### config.mk
export PLATFORM = sky130hd
export DESIGN_NAME = alu_decode_stage
export DESIGN_NICKNAME = d
export VERILOG_FILES = /design/src/rtl/alu_decode_stage.sv
export SDC_FILE = /design/constraint.sdc
export NUM_CORES = 1
export LEC_CHECK = 0
export ABC_AREA = 0
export BUFFER_PORTS_ARGS = -buffer_cell sky130_fd_sc_hd__buf_2
export CAP_MARGIN = 20
export CORE_UTILIZATION = 30
export DETAILED_ROUTE_END_ITERATION = 12
export GPL_ROUTABILITY_DRIVEN = 1
export PLACE_DENSITY_LB_ADDON = 0.05
export SYNTH_ARGS = -nofsm -noshare
export SYNTH_HDL_FRONTEND = slang
export SYNTH_SLANG_ARGS = --single-unit
### constraint.sdc
create_clock -name clk -period 2.4 [get_ports clk]
set_clock_uncertainty 0.05 [all_clocks]
set_input_delay 0.24 -clock clk [delete_from_list [all_inputs] [get_ports clk]]
set_output_delay 0.24 -clock clk [all_outputs]
set_load 0.05 [all_outputs]
### src/rtl/alu_decode_stage.sv
// ALU decode pipeline stage: decodes the data-processing command, evaluates the ARM
// condition against the NZCV register and presents the result behind a valid/ready slot.
module alu_decode_stage #(
    parameter int unsigned CTRL_W      = 3,
    parameter bit          SUPPORT_EXT = 1'b1,
    parameter bit          FLAG_FWD    = 1'b1
) (
    input  logic              clk,
    input  logic              reset,
    input  logic              in_valid,
    output logic              in_ready,
    input  logic              ALUop,
    input  logic [3:0]        funct_cmd,
    input  logic              funct_s,
    input  logic [3:0]        cond,
    input  logic [3:0]        flag_in,
    input  logic [1:0]        flag_we,
    output logic              out_valid,
    input  logic              out_ready,
    output logic [CTRL_W-1:0] ALUcontrol,
    output logic [1:0]        flagW,
    output logic              no_write,
    output logic              cond_ex,
    output logic              illegal,
    output logic [3:0]        flags
);

    localparam int unsigned CODE_W = 3;

    localparam logic [CODE_W-1:0] OP_ADD = 3'd0;
    localparam logic [CODE_W-1:0] OP_SUB = 3'd1;
    localparam logic [CODE_W-1:0] OP_AND = 3'd2;
    localparam logic [CODE_W-1:0] OP_ORR = 3'd3;
    localparam logic [CODE_W-1:0] OP_EOR = 3'd4;
    localparam logic [CODE_W-1:0] OP_BIC = 3'd5;
    localparam logic [CODE_W-1:0] OP_MOV = 3'd6;

    localparam logic [1:0] FW_ARITH = 2'b11;
    localparam logic [1:0] FW_LOGIC = 2'b10;

    localparam logic [3:0] CMD_AND = 4'b0000;
    localparam logic [3:0] CMD_EOR = 4'b0001;
    localparam logic [3:0] CMD_SUB = 4'b0010;
    localparam logic [3:0] CMD_ADD = 4'b0100;
    localparam logic [3:0] CMD_TST = 4'b1000;
    localparam logic [3:0] CMD_TEQ = 4'b1001;
    localparam logic [3:0] CMD_CMP = 4'b1010;
    localparam logic [3:0] CMD_CMN = 4'b1011;
    localparam logic [3:0] CMD_ORR = 4'b1100;
    localparam logic [3:0] CMD_MOV = 4'b1101;
    localparam logic [3:0] CMD_BIC = 4'b1110;

    logic              out_valid_q, out_valid_d;
    logic [CTRL_W-1:0] alu_ctrl_q, alu_ctrl_d;
    logic [1:0]        flagw_q, flagw_d;
    logic              no_write_q, no_write_d;
    logic              cond_ex_q, cond_ex_d;
    logic              illegal_q, illegal_d;
    logic [3:0]        flags_q, flags_d;

    logic [CODE_W-1:0] dec_code;
    logic [1:0]        dec_fw_pre;
    logic              dec_cmp, dec_ext, dec_bad;
    logic [1:0]        eff_nz, eff_cv;
    logic              f_n, f_z, f_c, f_v, cond_pass;
    logic [CODE_W-1:0] res_code;
    logic [1:0]        res_fw;
    logic              res_nw, res_cex, res_ill;
    logic              accept;

    assign in_ready = !out_valid_q || out_ready;
    assign accept   = in_valid && in_ready;

    // Command field -> ALU op, flag class, compare and extended-set membership
    always_comb begin
        dec_code   = OP_ADD;
        dec_fw_pre = FW_LOGIC;
        dec_cmp    = 1'b0;
        dec_ext    = 1'b1;
        dec_bad    = 1'b0;
        case (funct_cmd)
            CMD_ADD: begin dec_code = OP_ADD; dec_fw_pre = FW_ARITH; dec_ext = 1'b0; end
            CMD_SUB: begin dec_code = OP_SUB; dec_fw_pre = FW_ARITH; dec_ext = 1'b0; end
            CMD_AND: begin dec_code = OP_AND; dec_ext = 1'b0; end
            CMD_ORR: begin dec_code = OP_ORR; dec_ext = 1'b0; end
            CMD_EOR: dec_code = OP_EOR;
            CMD_BIC: dec_code = OP_BIC;
            CMD_MOV: dec_code = OP_MOV;
            CMD_CMP: begin dec_code = OP_SUB; dec_fw_pre = FW_ARITH; dec_cmp = 1'b1; end
            CMD_CMN: begin dec_code = OP_ADD; dec_fw_pre = FW_ARITH; dec_cmp = 1'b1; end
            CMD_TST: begin dec_code = OP_AND; dec_cmp = 1'b1; end
            CMD_TEQ: begin dec_code = OP_EOR; dec_cmp = 1'b1; end
            default: dec_bad = 1'b1;
        endcase
    end

    // Flags seen by the condition: optionally bypass the write landing this cycle
    always_comb begin
        eff_nz = flags_q[3:2];
        eff_cv = flags_q[1:0];
        if (FLAG_FWD && flag_we[1]) eff_nz = flag_in[3:2];
        if (FLAG_FWD && flag_we[0]) eff_cv = flag_in[1:0];
    end

    assign {f_n, f_z} = eff_nz;
    assign {f_c, f_v} = eff_cv;

    always_comb begin
        cond_pass = 1'b1;
        case (cond)
            4'h0:    cond_pass = f_z;
            4'h1:    cond_pass = !f_z;
            4'h2:    cond_pass = f_c;
            4'h3:    cond_pass = !f_c;
            4'h4:    cond_pass = f_n;
            4'h5:    cond_pass = !f_n;
            4'h6:    cond_pass = f_v;
            4'h7:    cond_pass = !f_v;
            4'h8:    cond_pass = f_c && !f_z;
            4'h9:    cond_pass = !f_c || f_z;
            4'hA:    cond_pass = (f_n == f_v);
            4'hB:    cond_pass = (f_n != f_v);
            4'hC:    cond_pass = !f_z && (f_n == f_v);
            4'hD:    cond_pass = f_z || (f_n != f_v);
            default: cond_pass = 1'b1;
        endcase
    end

    // Final result; illegal encodings collapse to a harmless ADD that writes nothing
    always_comb begin
        res_code = OP_ADD;
        res_fw   = 2'b00;
        res_nw   = 1'b0;
        res_cex  = cond_pass;
        res_ill  = 1'b0;
        if (ALUop) begin
            res_ill = dec_bad || (dec_cmp && !funct_s) || (dec_ext && !SUPPORT_EXT);
            if (res_ill) begin
                res_nw  = 1'b1;
                res_cex = 1'b0;
            end else begin
                res_code = dec_code;
                res_nw   = dec_cmp;
                res_fw   = (funct_s && cond_pass) ? dec_fw_pre : 2'b00;
            end
        end
    end

    always_comb begin
        out_valid_d = out_valid_q;
        alu_ctrl_d  = alu_ctrl_q;
        flagw_d     = flagw_q;
        no_write_d  = no_write_q;
        cond_ex_d   = cond_ex_q;
        illegal_d   = illegal_q;
        flags_d     = flags_q;
        if (accept) begin
            out_valid_d = 1'b1;
            alu_ctrl_d  = CTRL_W'(res_code);
            flagw_d     = res_fw;
            no_write_d  = res_nw;
            cond_ex_d   = res_cex;
            illegal_d   = res_ill;
        end else if (out_ready) begin
            out_valid_d = 1'b0;
        end
        if (flag_we[1]) flags_d[3:2] = flag_in[3:2];
        if (flag_we[0]) flags_d[1:0] = flag_in[1:0];
    end

    always_ff @(posedge clk or posedge reset) begin
        if (reset) begin
            out_valid_q <= 1'b0;
            alu_ctrl_q  <= '0;
            flagw_q     <= 2'b00;
            no_write_q  <= 1'b0;
            cond_ex_q   <= 1'b0;
            illegal_q   <= 1'b0;
            flags_q     <= 4'b0000;
        end else begin
            out_valid_q <= out_valid_d;
            alu_ctrl_q  <= alu_ctrl_d;
            flagw_q     <= flagw_d;
            no_write_q  <= no_write_d;
            cond_ex_q   <= cond_ex_d;
            illegal_q   <= illegal_d;
            flags_q     <= flags_d;
        end
    end

    assign out_valid  = out_valid_q;
    assign ALUcontrol = alu_ctrl_q;
    assign flagW      = flagw_q;
    assign no_write   = no_write_q;
    assign cond_ex    = cond_ex_q;
    assign illegal    = illegal_q;
    assign flags      = flags_q;

endmodule

==> flow_metrics.env, run 1 <==
export IMPL_cp_max_fo=3
export IMPL_slew_limit_headroom_pct=65.0
export IMPL_power_static_leakage_nw=0.528
export IMPL_num_nets_final=144
export IMPL_synth_nets=105
export IMPL_first_global_vias=663
export IMPL_start_util_pct=31.8
export IMPL_cp_required_ps=2520
export IMPL_end_kind="flop"
export IMPL_switching_power_mw=0.243
export IMPL_cts_tree="yes"
export IMPL_finalHoldViolations=0
export IMPL_seq_area_frac_synth_pct=41.3
export IMPL_drtAntennaViolNets=0
export IMPL_die_h_um=53.3
export IMPL_grt_ovfl_total=0
export IMPL_max_freq_mhz=533
export IMPL_clkPwrFrac_pct=22.9
export IMPL_grt_pass1_wl_um=2940
export IMPL_ys_ff_latch=13
export IMPL_antennaDiodeCount=0
export IMPL_vias_per_cell=5.01
export IMPL_final_common_cell="buf_2"
export IMPL_antenna_found_initial=0
export IMPL_period_share_pct=78.2
export IMPL_layout_drive_gt1_share_pct=33.3
export IMPL_ir_worst_vdd_mv=0.278
export IMPL_routedWlPerCell_um=12.4
export IMPL_area_growth_pct=30.3
export IMPL_cp_cell_sequence="mux2i_1 > xnor2_1 > o311ai_1 > a221oi_2 > o2111ai_2 > a32o_2"
export IMPL_grt_max_degree=14
export IMPL_dieArea_um2=2840
export IMPL_dr_pass1_iters=6
export IMPL_gp_congestion=0.784
export IMPL_layout_min_cycle_time_ps=1880
export IMPL_power_density_nw_per_um2=601
export IMPL_total_power_mw=0.618
export IMPL_cp_arrival_ps=2000
export IMPL_worst_pin_slew_ps=525
export IMPL_crit_type="reg2reg"
export IMPL_finalMaxSlewViolations=0
export IMPL_rsz0062_at_grt="no"
export IMPL_synthesis_area_um2=788
export IMPL_io_buffers=33
export IMPL_critPathLaunchType="flop"
export IMPL_crit_path_top_delay_cell="dfrtp_1"
export IMPL_drv_cap=0
export IMPL_mostFrequentLayoutCells="buf_2, dfrtp_1, nand2_1, inv_1, nand2b_1"
export IMPL_fin_setup_tns_ps=0
export IMPL_die_x_um=53.3
export IMPL_seqPwrFrac_pct=40.6
export IMPL_core_area_um2=2480
export IMPL_drc=0
export IMPL_holdBufCountCts=1
export IMPL_setup_viol=0
export IMPL_post_cts_resize_count=0
export IMPL_drt_total_wl_um=1890
export IMPL_combPwrFrac_pct=36.5
export IMPL_path_delay_family="compound AO/OA/AOI/OAI gates"
export IMPL_max_stage_delay_ps=390
export IMPL_synth_cell_types=29
export IMPL_cts_setup_buffers=0
export IMPL_clk_latency_ps=270
export IMPL_cts_root_buf="clkbuf_4"
export IMPL_clkTransAtPathRegs_ps=90
export IMPL_cts_buffers=3
export IMPL_netlist_instances=85
export IMPL_path_buf_inv=0
export IMPL_clk_path_buf_depth=2
export IMPL_rows=18
export IMPL_htree_levels=1
export IMPL_switching_share_pct=39.3
export IMPL_hpwl_um=1470
export IMPL_vias=767
export IMPL_grt_util_all_layers_pct=14.8
export IMPL_avgSynthCellArea_um2=9.27
export IMPL_drt_initial_drc_count=14
export IMPL_worstHoldPathType="in2reg"
export IMPL_yosys_warnings=0
export IMPL_io_pins=34
export IMPL_clock_sinks=13
export IMPL_p_int_mw=0.375
export IMPL_outcome="finished, final reports clean"
metal layers:
metal,up-vias,track usage (%),share of wire (%)
li1,386,-,-
met1,353,20.5,49
met2,26,21.7,45
met3,2,3.45,5.1
met4,0,5.70,0.48
met5,-,0,0
registers in the layout, summed over array words and instances, names as in the netlist:
signal,flops
cond_ex,1
out_valid,1
ALUcontrol,3
no_write,1
flags,4
flagW,2
illegal,1
worst paths after layout:
| path | startpoint | endpoint | slack (ps) | depth (start not counted) |
|---|---|---|---|---|
| worst min-delay path | in_valid | out_valid$_DFFE_PP0P_ | 140 | 2 |
| worst max register to register | flags[3]$_DFF_PP0_ | flagW[1]$_DFFE_PP0P_ | 520 | 6 |
| worst min register to register | ALUcontrol[1]$_DFFE_PP0P_ | ALUcontrol[1]$_DFFE_PP0P_ | 440 | 2 |
| worst max-delay path | flags[3]$_DFF_PP0_ | flagW[1]$_DFFE_PP0P_ | 520 | 6 |
| min in group asynchronous | reset | out_valid$_DFFE_PP0P_ | 480 | 3 |
| max in group asynchronous | reset | flagW[0]$_DFFE_PP0P_ | 1470 | 3 |
stage by stage:
step,area (µm²),utilization [%],hold WS (ps),worst slack (ps),std cells
2_1_floorplan,788,-,67.0,326,85
3_3_place_gp,991,40.0,247,501,148
3_5_place_dp,991,40.0,254,458,148
4_1_cts,1030,41.5,129,493,153
5_1_grt,1030,41.5,126,320,153
6_report,1030,41.5,139,524,153
cells in the mapped netlist, drive strengths merged:
cell	instances	share of area, %
nand2b	6	4.8
nor2	4	1.9
o21ai	4	2.5
a211o	1	1.1
o311ai	1	1.1
a22o	1	1.3
nand2	11	5.2
o22ai	2	1.6
or4b	1	1.3
and3	2	1.6
dfrtp	13	41
and2	1	0.79
nor3	2	1.3
o211a	1	1.3
o221a	1	1.4
nor2b	1	0.79
o2111ai	1	1.9
xnor2	3	3.3
inv	7	3.3
o41ai	2	2.2
or3	1	0.79
nand3	3	1.9
a32o	1	1.4
nor3b	2	1.9
mux2i	4	5.1
a21oi	5	3.2
a221oi	1	1.9
mux2	1	1.9
nand3b	2	1.9
area by class of cell:
cell class	instances	area [µm²]
fill	278	1450
multi-input combinational	65	437
sequential	13	325
timing repair buffer	34	175
tap	30	37.5
clock buffer	4	26.3
inverter	7	26.3
kinds of logic (layout without fill, tap and decap cells):
family          Yosys count  in the layout  synth area share [%]
buf+inv                   7             45                  3.33
simple gates             36             36                  24.1
mux                       5              5                  6.98
compound gates           21             21                  21.0
xor+xnor                  3              3                  3.33
flops                    13             13                  41.3
power by group through the flow:
stage / Combinational (mW) / Clock (mW) / Sequential, mW
final: 0.225 / 0.141 / 0.251
after global routing: 0.244 / 0.166 / 0.254
after CTS: 0.227 / 0.149 / 0.252
after detailed placement: 0.226 / 0 / 0.255
after global placement: 0.225 / 0 / 0.254
after floorplan: 0.0851 / 0 / 0.331
Note: power is estimated with default switching activity, not from simulation.
==> run 2, diff against run 1 <==
==> constraint.sdc (replaced) <==
create_clock -name clk -period 1.9 [get_ports clk]
set_clock_uncertainty 0.05 [all_clocks]
set_input_delay 0.19 -clock clk [delete_from_list [all_inputs] [get_ports clk]]
set_output_delay 0.19 -clock clk [all_outputs]
set_load 0.05 [all_outputs]
==> flow_metrics.env, run 2 (synthesis gave the netlist of run 1 again) <==
export IMPL_cp_required_ps=2060
export IMPL_fin_ws_ps=71.2
export IMPL_power_static_leakage_nw=0.540
export IMPL_path_delay_family="simple AND/OR/NAND/NOR gates"
export IMPL_total_power_mw=0.791
export IMPL_grt_max_degree=14
export IMPL_ir_worst_vdd_mv=0.436
export IMPL_grt_use_met1_pct=21.9
export IMPL_layout_drive_gt1_share_pct=41.6
export IMPL_clock_sinks=13
export IMPL_drt_total_wl_um=1880
export IMPL_final_cell_area_um2=1080
export IMPL_setup_viol=0
export IMPL_gp_congestion=0.821
export IMPL_worstHoldPathType="in2reg"
export IMPL_mostFrequentLayoutCells="buf_2, nand2_1, dfrtp_1, inv_1"
export IMPL_dr_pass1_iters=4
export IMPL_period_share_pct=96.3
export IMPL_hpwl_um=1430
export IMPL_io_pins=34
export IMPL_drv_cap=0
export IMPL_core_area_um2=2480
export IMPL_layout_min_cycle_time_ps=1830
export IMPL_nFillCells=275
export IMPL_path_buf_inv=0
export IMPL_cts_setup_buffers=0
export IMPL_grt_busiest_layer="met1"
export IMPL_drt_initial_drc_count=12
export IMPL_outcome="finished, final reports clean"
export IMPL_io_buffers=33
export IMPL_placed_area_um2=1010
export IMPL_max_freq_mhz=547
export IMPL_fin_cells=155
export IMPL_drtAntennaViolNets=0
export IMPL_place_inst=150
export IMPL_grt_use_met3_pct=2.30
export IMPL_cts_buffers=3
export IMPL_antennaDiodeCount=0
export IMPL_met2_usage_pct=21.0
export IMPL_grt_pass1_wl_um=3060
export IMPL_cp_max_fo=5
export IMPL_slew_limit_headroom_pct=68.2
export IMPL_final_common_cell="buf_2"
export IMPL_max_stage_delay_ps=540
export IMPL_cts_root_buf="clkbuf_4"
export IMPL_grt_util_all_layers_pct=14.9
export IMPL_vias_per_cell=4.99
export IMPL_cp_arrival_ps=1980
export IMPL_antenna_found_initial=0
export IMPL_dieArea_um2=2840
export IMPL_crit_type="reg2reg"
export IMPL_die_x_um=53.3
export IMPL_cts_tree="yes"
export IMPL_area_growth_pct=37.1
export IMPL_htree_levels=1
export IMPL_power_density_nw_per_um2=731
export IMPL_first_global_vias=695
export IMPL_clkTransAtPathRegs_ps=80
export IMPL_start_util_pct=31.8
export IMPL_routedWlPerCell_um=12.1
export IMPL_worst_pin_slew_ps=477
export IMPL_finalMaxSlewViolations=0
export IMPL_drc=0
export IMPL_cp_cell_sequence="mux2_4 > or4b_1 > o311ai_2 > a221oi_2 > o2111ai_2 > o221a_1"
export IMPL_vias=774
export IMPL_fin_setup_tns_ps=0
export IMPL_num_nets_final=146
export IMPL_clk_latency_ps=260
export IMPL_rows=18
export IMPL_grt_ovfl_total=0
export IMPL_clk_path_buf_depth=2
export IMPL_finalHoldViolations=0
export IMPL_largest_register_ffs=4
export IMPL_crit_path_top_delay_cell="or4b_1"
export IMPL_die_h_um=53.3
export IMPL_critPathLaunchType="flop"
export IMPL_end_kind="flop"
export IMPL_dp_slack_ps=14.5
==> run 2: changes by cell type in the layout (fill, tap and decap cells not counted), sizes merged <==
cell  previous run  this run
buf             33        35
==> run 2: final timing paths <==
path	start	to	slack [ps]	cells after the start
worst max register to register	flags[2]$_DFF_PP0_	cond_ex$_DFFE_PP0P_	70	6
worst min register to register	ALUcontrol[1]$_DFFE_PP0P_	ALUcontrol[1]$_DFFE_PP0P_	430	2
worst min-delay path	in_valid	out_valid$_DFFE_PP0P_	110	2
max in group asynchronous	reset	flags[2]$_DFF_PP0_	1030	3
min in group asynchronous	reset	illegal$_DFFE_PP0P_	420	3
worst max-delay path	flags[2]$_DFF_PP0_	cond_ex$_DFFE_PP0P_	70	6
==> run 2: final cells by class <==
cell class | instances | area (µm²) | share of cell area (%)
timing repair buffer | 36 | 190 | 17.6
inverter | 7 | 26.3 | 2.43
multi-input combinational | 65 | 470 | 43.5
tap | 30 | 37.5 | 3.47
clock buffer | 4 | 26.3 | 2.43
sequential | 13 | 330 | 30.6
==> run 2: metrics by stage <==
step,utilization (%),hold WS [ps]
3_3_place_gp,40.9,196
2_1_floorplan,-,16.7
5_1_grt,43.6,112
4_1_cts,42.5,99.8
6_report,43.6,109
3_5_place_dp,40.9,190
==> run 2: routing by layer <==
layer  share of wire, %  routed length, µm
met1                 50                935
met2                 43                816
met3                5.8                108
met4               0.96                 18
met5                  0                  0
==> run 2: timing repair <==
item                                    4_1_cts  5_1_grt
gates cloned                                  0        0
hold buffers                                  1        0
endpoints found under the setup margin        1        3
pin swaps                                     0        2
endpoints found under the hold margin        13        0
gates resized for setup                       1        4
==> run 2: power breakdown <==
group	internal [mW]	total, mW	switching, mW
clock	0.0811	0.163	0.0823
combinational	0.104	0.308	0.204
sequential	0.305	0.320	0.0149
==> run 3, diff against run 2 <==
--- a/config.mk
+++ b/config.mk
@@ -8,7 +8,7 @@
 export ABC_AREA = 0
 export BUFFER_PORTS_ARGS = -buffer_cell sky130_fd_sc_hd__buf_2
 export CAP_MARGIN = 20
-export CORE_UTILIZATION = 30
+export CORE_UTILIZATION = 46
 export DETAILED_ROUTE_END_ITERATION = 12
 export GPL_ROUTABILITY_DRIVEN = 1
 export PLACE_DENSITY_LB_ADDON = 0.05
==> flow_metrics.env, run 3 (synthesis gave the netlist of run 1 again) <==
export IMPL_cp_max_fo=5
export IMPL_cp_arrival_ps=2020
export IMPL_end_kind="flop"
export IMPL_grt_ovfl_total=0
export IMPL_clock_sinks=13
export IMPL_rows=14
export IMPL_dr_pass1_iters=8
export IMPL_antennaDiodeCount=0
export IMPL_finalHoldViolations=0
export IMPL_power_static_leakage_nw=0.544
export IMPL_layout_drive_gt1_share_pct=42.1
export IMPL_io_pins=34
export IMPL_first_global_vias=605
export IMPL_drc=8
export IMPL_area_growth_pct=35.9
export IMPL_power_density_nw_per_um2=752
export IMPL_clk_path_buf_depth=2
export IMPL_max_freq_mhz=539
export IMPL_worst_pin_slew_ps=528
export IMPL_grt_busiest_layer="met1"
export IMPL_worstHoldPathType="in2reg"
export IMPL_clkTransAtPathRegs_ps=80
export IMPL_dp_slack_ps=84.0
export IMPL_final_cell_area_um2=1070
export IMPL_crit_type="reg2reg"
export IMPL_layout_min_cycle_time_ps=1860
export IMPL_nFillCells=134
export IMPL_fin_setup_tns_ps=0
export IMPL_final_common_cell="buf_2"
export IMPL_ir_worst_vdd_mv=0.329
export IMPL_cp_required_ps=2070
export IMPL_start_util_pct=50.6
export IMPL_grt_use_met3_pct=1.25
export IMPL_fin_util_pct=68.7
export IMPL_violations="DRC"
export IMPL_period_share_pct=97.7
export IMPL_finalMaxSlewViolations=0
export IMPL_outcome="finished, violations left"
export IMPL_drt_total_wl_um=1830
export IMPL_place_inst=137
export IMPL_cts_root_buf="clkbuf_4"
export IMPL_grt_pass1_wl_um=2770
export IMPL_routedWlPerCell_um=12.9
export IMPL_die_h_um=43.4
export IMPL_antenna_found_initial=0
export IMPL_io_buffers=33
export IMPL_hpwl_um=1360
export IMPL_core_area_um2=1560
export IMPL_mostFrequentLayoutCells="buf_2, nand2_1, dfrtp_1, inv_1"
export IMPL_vias=774
export IMPL_slew_limit_headroom_pct=64.8
export IMPL_critPathLaunchType="flop"
export IMPL_fin_ws_ps=44.0
export IMPL_drt_initial_drc_count=32
export IMPL_grt_max_degree=14
export IMPL_gp_congestion=0.819
export IMPL_num_nets_final=147
export IMPL_drtAntennaViolNets=0
export IMPL_cts_tree="yes"
export IMPL_clk_latency_ps=280
export IMPL_placed_area_um2=1000
export IMPL_grt_use_met1_pct=32.0
export IMPL_drv_cap=0
export IMPL_grt_util_all_layers_pct=20.1
export IMPL_met2_usage_pct=27.6
export IMPL_htree_levels=1
export IMPL_setup_viol=0
export IMPL_vias_per_cell=5.45
export IMPL_dieArea_um2=1880
export IMPL_largest_register_ffs=4
export IMPL_die_x_um=43.4
export IMPL_reg2reg_slack_ps=40
export IMPL_cts_buffers=3
export IMPL_fin_cells=142
[run 3: cell types whose count changed in the layout (fill, tap and decap cells not counted)]
cell and delta:
buf_4 +1
[run 3: final cells by class]
cell class	instances	area [µm²]	share of cell area (%)
well taps	16	20.0	1.87
clock buffers	4	26.3	2.45
repair buffers	37	198	18.5
multi-input cells	65	470	43.9
flip-flops and latches	13	330	30.8
inverters	7	26.3	2.45
[run 3: final timing paths]
path / from / endpoint / depth (start not counted)
worst min-delay path: in_valid / out_valid$_DFFE_PP0P_ / 2
worst min register to register: ALUcontrol[2]$_DFFE_PP0P_ / ALUcontrol[2]$_DFFE_PP0P_ / 2
worst max-delay path: flags[2]$_DFF_PP0_ / cond_ex$_DFFE_PP0P_ / 6
worst max register to register: flags[2]$_DFF_PP0_ / cond_ex$_DFFE_PP0P_ / 6
min in group asynchronous: reset / cond_ex$_DFFE_PP0P_ / 3
max in group asynchronous: reset / flags[3]$_DFF_PP0_ / 3
[run 3: metal layers]
| layer | share of wire (%) | routed length (µm) |
|---|---|---|
| met1 | 51 | 933 |
| met2 | 44 | 800 |
| met3 | 4.3 | 78 |
| met4 | 0.93 | 17 |
| met5 | 0 | 0 |
[run 3: worst max-delay path, cell delays in order (launching register included)]
cell and delay, ps:
dfrtp_2 410, mux2_4 300, or4b_1 540, o311ai_2 100, a221oi_2 60, o2111ai_2 100
o221a_1 230
[run 3: repair_timing]
item,CTS,global route
hold buffers,1,0
buffers inserted,0,0
hold endpoints to repair,13,0
setup endpoints to repair,0,2
resized for setup,0,5
[run 3: report_power, final]
part	internal [mW]	total (mW)	leakage, nW	switching [mW]
clock network	0.0814	0.173	0.0150	0.0919
registers	0.305	0.319	0.159	0.0146
logic	0.107	0.313	0.370	0.206
[run 3: per-stage QoR]
stage | hold WS, ps | power (mW)
after floorplan | 16.7 | 0.528
after global placement | 181 | 0.615
after detailed placement | 189 | 0.621
after CTS | 88.4 | 0.795
after global routing | 115 | 0.847
final | 87.9 | 0.806
